$ cat src/rtl/ahb_buzzer_ctrl.sv
// AHB-Lite slave that selects and launches tunes on the Buzzermusic player.
// Tracks play state, counts completed tunes and raises a level IRQ on completion.
module ahb_buzzer_ctrl #(
  parameter int unsigned ADDR_W = 12
) (
  input  logic              clk,
  input  logic              rstn,
  input  logic              HSEL,
  input  logic [ADDR_W-1:0] HADDR,
  input  logic [1:0]        HTRANS,
  input  logic              HWRITE,
  input  logic [2:0]        HSIZE,
  input  logic [31:0]       HWDATA,
  input  logic              HREADY,
  output logic              HREADYOUT,
  output logic              HRESP,
  output logic [31:0]       HRDATA,
  output logic [1:0]        music_select,
  output logic              music_start,
  input  logic              music_finish,
  output logic              irq
);

  localparam int unsigned DATA_W = 32;
  localparam int unsigned SEL_W  = 2;
  localparam int unsigned CNT_W  = 8;
  localparam int unsigned IDX_W  = 2;

  localparam logic [IDX_W-1:0] A_CTRL    = IDX_W'(0);
  localparam logic [IDX_W-1:0] A_STATUS  = IDX_W'(1);
  localparam logic [IDX_W-1:0] A_PLAYCNT = IDX_W'(2);

  typedef enum logic [1:0] {
    ST_IDLE = 2'd0,
    ST_KICK = 2'd1,
    ST_ARM  = 2'd2,
    ST_PLAY = 2'd3
  } state_t;

  state_t             state;
  logic               dp_valid;
  logic               dp_write;
  logic [IDX_W-1:0]   dp_addr;
  logic [SEL_W-1:0]   sel_q;
  logic               irq_en_q;
  logic               done_q;
  logic               ovr_q;
  logic [CNT_W-1:0]   cnt_q;
  logic [SEL_W-1:0]   music_select_q;
  logic               music_start_q;
  logic               irq_q;

  logic               wr_commit;
  logic               wr_ctrl;
  logic               wr_status;
  logic               start_req;
  logic               busy;
  logic               finish_evt;
  logic               start_ok;
  logic [SEL_W-1:0]   sel_n;
  logic               irq_en_n;
  logic               done_n;
  logic               ovr_n;
  logic [DATA_W-1:0]  rd_data;
  logic               unused_bits;

  assign HREADYOUT    = 1'b1;
  assign HRESP        = 1'b0;
  assign music_select = music_select_q;
  assign music_start  = music_start_q;
  assign irq          = irq_q;

  assign unused_bits = ^{HSIZE, HADDR[ADDR_W-1:4], HADDR[1:0], HWDATA[DATA_W-1:4]};

  // Write decode for the data phase currently completing
  assign wr_commit  = dp_valid & dp_write & HREADY;
  assign wr_ctrl    = wr_commit & (dp_addr == A_CTRL);
  assign wr_status  = wr_commit & (dp_addr == A_STATUS);
  assign start_req  = wr_ctrl & HWDATA[0];
  assign busy       = (state != ST_IDLE);
  assign finish_evt = (state == ST_PLAY) & music_finish;
  assign start_ok   = start_req & ~busy;

  // Next register values; hardware set beats software W1C on the same edge
  assign sel_n    = wr_ctrl ? HWDATA[2:1] : sel_q;
  assign irq_en_n = wr_ctrl ? HWDATA[3]   : irq_en_q;
  assign done_n   = finish_evt | (done_q & ~(wr_status & HWDATA[1]));
  assign ovr_n    = (start_req & busy) | (ovr_q & ~(wr_status & HWDATA[2]));

  // Address phase capture and software-visible registers
  always_ff @(posedge clk) begin
    if (!rstn) begin
      dp_valid <= 1'b0;
      dp_write <= 1'b0;
      dp_addr  <= '0;
      sel_q    <= '0;
      irq_en_q <= 1'b0;
      done_q   <= 1'b0;
      ovr_q    <= 1'b0;
      irq_q    <= 1'b0;
    end else begin
      if (HREADY) begin
        dp_valid <= HSEL & HTRANS[1];
        dp_write <= HWRITE;
        dp_addr  <= HADDR[3:2];
      end
      sel_q    <= sel_n;
      irq_en_q <= irq_en_n;
      done_q   <= done_n;
      ovr_q    <= ovr_n;
      irq_q    <= done_n & irq_en_n;
    end
  end

  // Play sequencer; ARM holds off until a stale finish from the last tune drops
  always_ff @(posedge clk) begin
    if (!rstn) begin
      state          <= ST_IDLE;
      cnt_q          <= '0;
      music_select_q <= '0;
      music_start_q  <= 1'b0;
    end else begin
      music_start_q <= 1'b0;
      case (state)
        ST_IDLE: begin
          if (start_ok) begin
            state          <= ST_KICK;
            music_start_q  <= 1'b1;
            music_select_q <= sel_n;
          end
        end
        ST_KICK: state <= ST_ARM;
        ST_ARM: begin
          if (!music_finish) state <= ST_PLAY;
        end
        ST_PLAY: begin
          if (music_finish) begin
            state <= ST_IDLE;
            cnt_q <= cnt_q + CNT_W'(1);
          end
        end
        default: state <= ST_IDLE;
      endcase
    end
  end

  always_comb begin
    rd_data = '0;
    case (dp_addr)
      A_CTRL:    rd_data = DATA_W'({irq_en_q, sel_q, 1'b0});
      A_STATUS:  rd_data = DATA_W'({ovr_q, done_q, busy});
      A_PLAYCNT: rd_data = DATA_W'(cnt_q);
      default:   rd_data = '0;
    endcase
  end

  assign HRDATA = (dp_valid & ~dp_write) ? rd_data : '0;

endmodule

$ cat config.mk
export PLATFORM = sky130hd
export DESIGN_NAME = ahb_buzzer_ctrl
export DESIGN_NICKNAME = d
export VERILOG_FILES = /design/src/rtl/ahb_buzzer_ctrl.sv
export SDC_FILE = /design/constraint.sdc
export NUM_CORES = 1
export LEC_CHECK = 0
export CAP_MARGIN = 0
export CORE_MARGIN = 5
export CORE_UTILIZATION = 35
export CTS_BUF_LIST = sky130_fd_sc_hd__clkbuf_16
export DETAILED_ROUTE_END_ITERATION = 10
export PLACE_DENSITY = 0.77
export SYNTH_ARGS = -nofsm -noshare
export SYNTH_HDL_FRONTEND = slang
export SYNTH_SLANG_ARGS = --single-unit
$ cat constraint.sdc
create_clock -name clk -period 1.6 [get_ports clk]
set_clock_uncertainty 0.1 [all_clocks]
set_input_delay 0.4 -clock clk [delete_from_list [all_inputs] [get_ports clk]]
set_output_delay 0.4 -clock clk [all_outputs]
set_load 0.005 [all_outputs]
==> metrics <==
Final Worst Setup Slack -0.208 ns; Fmax 553 MHz; DP HPWL 2270 um; clock transition at the registers of the reported paths ~0.060 ns; first-pass GRT wire length 4750 um; die height 72.0 um; row cnt 22; via count ~1100; CP bufs+invs 3; cell family with most CP delay buffers and inverters; DR pass1 iterations 4; final worst path period share 113%; CTS tree yes; Initial Util 36.4%; Worst VDD drop 0.511 mV; failing checks negative setup slack; crit end category primary output; crit-path max FO 3; hold slack around 0.37 ns; # port buffers 24; DP Worst Slack -0.331 ns; CP max stage delay roughly 0.34 ns; Horiz. Die Dim around 72 um; Max Slew Vio Count 0; Yosys reg bits 23; area of the die 0.00518 mm^2; multiplexer area fraction after synthesis 7.45%; Post-Synth Simple-Gate Area 22.3%; Core Area 0.00369 mm^2; main combinational cell family by area after synthesis simple AND/OR/NAND/NOR gates; fraction of layout cells with a size suffix above 1 29.6%; remaining antenna violation count 0; CP required roughly 1.1 ns; max cap viols 0; Routed WL 3000 um; fillers 355; synth unique cells 33; RSZ-0062 raised after global routing yes; nets@finish between 200 and 300; 1st-iter DRT viols 61; Worst Hold Class flop to flop; Area Overhead vs Synth 40.1%; final setup fails 7; WL/cell about 11 um; DRC 0; Yosys Warn Count 0; area of the multi-input gates 798 um^2; final cell utilization of the core 51.1%; Clock Root Buffer clkbuf_16; number of global-route vias before repair about 1100; most frequent cell on the critical path buf_4; Compound-Gate Fraction of Synth Area 9.03%; startpoint class of the critical path flop; Overflow after GRT 0; global placement routability congestion 0.819; LEAKAGE 0.892 nW; Tot GR Track Use a little under an eighth; clock latency on the worst-skew pair 0.26 ns; initial antenna violation count 0; Seq. cell area 468 um^2; CTS Buffer Depth 2; Setup Crit Path Kind flop to primary output; Period minus WS final ~1.8 ns; crit-path cells buf_4, nor2b_4, buf_4, a21oi_1, nor2_1, buf_2; htree depth 1; Power Dens Cells 778 mW/mm^2; Via-to-Cell Ratio approximately 4.4; Synth Area in Adders approximately 4.7%; post-synthesis sequential area ratio 34.3%; I/O pins between 90 and 100; XOR/XNOR Fraction of Synth Area 3.91%; largest net degree at the start of global routing 15; CTS buffer count 3; R2R setup slack 0.07 ns; Mean Syn Cell Area 8.50 um^2; hold_buf cts 0; Ant. Diodes 0; Post-Synthesis Cells 158; WP data arrival ~1.3 ns; outcome finished, violations left; CTS sink cnt 23; Critical-path top delay cell dfxtp_4; mapped cell area around 0.0013 mm^2; Power, Total approximately 1.5 mW; Final Hold Violating Endpoints 0
## routing by layer
layer  GRT usage [%]  up-vias  wire (um)
met5               0        -          0
met4            3.55        0         27
met3            3.74        3        229
met2            19.3       40       1480
met1            14.3      521       1260
li1                -      584          -
## cell usage after synthesis
master	instances	area, um^2
a21o_1	1	7.51
a21oi_1	11	55.1
a311oi_1	1	8.76
a32o_1	1	10.0
a41oi_1	1	8.76
and2_1	6	37.5
and3_1	1	6.26
and4_1	1	8.76
and4b_1	1	10.0
buf_2	2	10.0
buf_4	27	203
buf_6	1	11.3
clkbuf_1	1	3.75
clkinv_1	1	3.75
conb_1	2	7.51
dfxtp_1	23	460
ha_1	5	62.6
inv_1	2	7.51
mux2i_1	10	100
nand2_1	15	56.3
nand2b_1	3	18.8
nand3_1	5	25.0
nand4_1	1	6.26
nand4b_4	1	23.8
nor2_1	19	71.3
nor2b_1	2	12.5
nor3_1	2	10.0
nor3b_1	1	7.51
o21ai_0	3	15.0
o21ai_4	1	16.3
or3_1	1	6.26
xnor2_1	1	8.76
xor2_1	5	43.8
## cell type report
cell class / count / area share [%]
Clock buffer: 3 / 3.99
Clock inverter: 1 / 0.199
Inverter: 3 / 0.598
Multi-Input combinational cell: 125 / 42.4
Sequential cell: 23 / 24.9
Tap cell: 48 / 3.19
Timing Repair Buffer: 58 / 24.8
## power by group
part | switching (mW) | leakage [nW] | internal (mW) | total, mW
Sequential | 0.0107 | 0.188 | 0.591 | 0.601
Clock | 0.205 | 0.0423 | 0.334 | 0.539
Combinational | 0.146 | 0.662 | 0.179 | 0.325
## worst register-to-register path, delay by kind of cell, from the launching register on
| kind | cells | cell delay (ns) |
|---|---|---|
| AO/OA/AOI/OAI | 3 | 0.33 |
| buffers and inverters | 3 | 0.43 |
| flip-flops | 1 | 0.33 |
| AND/OR/NAND/NOR | 1 | 0.22 |
## state kept, by name, indices dropped and copies added (netlist names)
| register | flops |
|---|---|
| cnt_q | 8 |
| dp_addr | 2 |
| music_start | 1 |
| music_select | 2 |
| dp_write | 1 |
| sel_q | 2 |
| dp_valid | 1 |
| irq | 1 |
| irq_en_q | 1 |
| state | 2 |
| ovr_q | 1 |
| done_q | 1 |
## cell families after synthesis
logic type,after synthesis
simple gates,59
compound gates,19
fa+ha+maj,5
flops,23
xor+xnor,6
other cells,2
mux,10
buf+inv,34
## path summary, 6_finish.rpt
path / from / to / cells after the start
worst max-delay path: dp_addr[0] / HRDATA[0] / 6
worst min-delay path: music_select[1] / music_select[1] / 2
worst max register to register: dp_addr[1] / state[1] / 7
worst min register to register: music_select[1] / music_select[1] / 2
## stage by stage
stage          setup TNS (ns)  std cells  area [um^2]
6_report                -1.15        261         1880
5_1_grt                 -1.69        261         1880
3_5_place_dp            -5.32        253         1730
2_1_floorplan               0        182         1430
4_1_cts                 -1.08        260         1840
3_3_place_gp            -4.82        253         1730
## placed cells by master (no fill, tap or decap), types with 2 or more instances in the layout
master and n:
a21oi_1 11, and2_1 4, and2_4 2, buf_2 8, buf_4 31, buf_6 3
clkbuf_16 3, clkdlybuf4s50_1 13, conb_1 26, dfxtp_1 19, dfxtp_2 3, dlygate4sd2_1 2
ha_1 3, inv_2 2, mux2i_1 10, nand2_1 15, nand2b_1 2, nand3_1 5
nor2_1 18, nor2b_4 2, nor3_1 2, o21ai_0 3, xor2_1 5
## timing repair
item                       in CTS  in global routing
setup buffers                   3                  1
gates resized for setup        48                 13
setup endpoints to repair      11                 13
hold endpoints to repair        0                  0
pin swaps                       8                  8
Power figures use the tool's default switching activity.
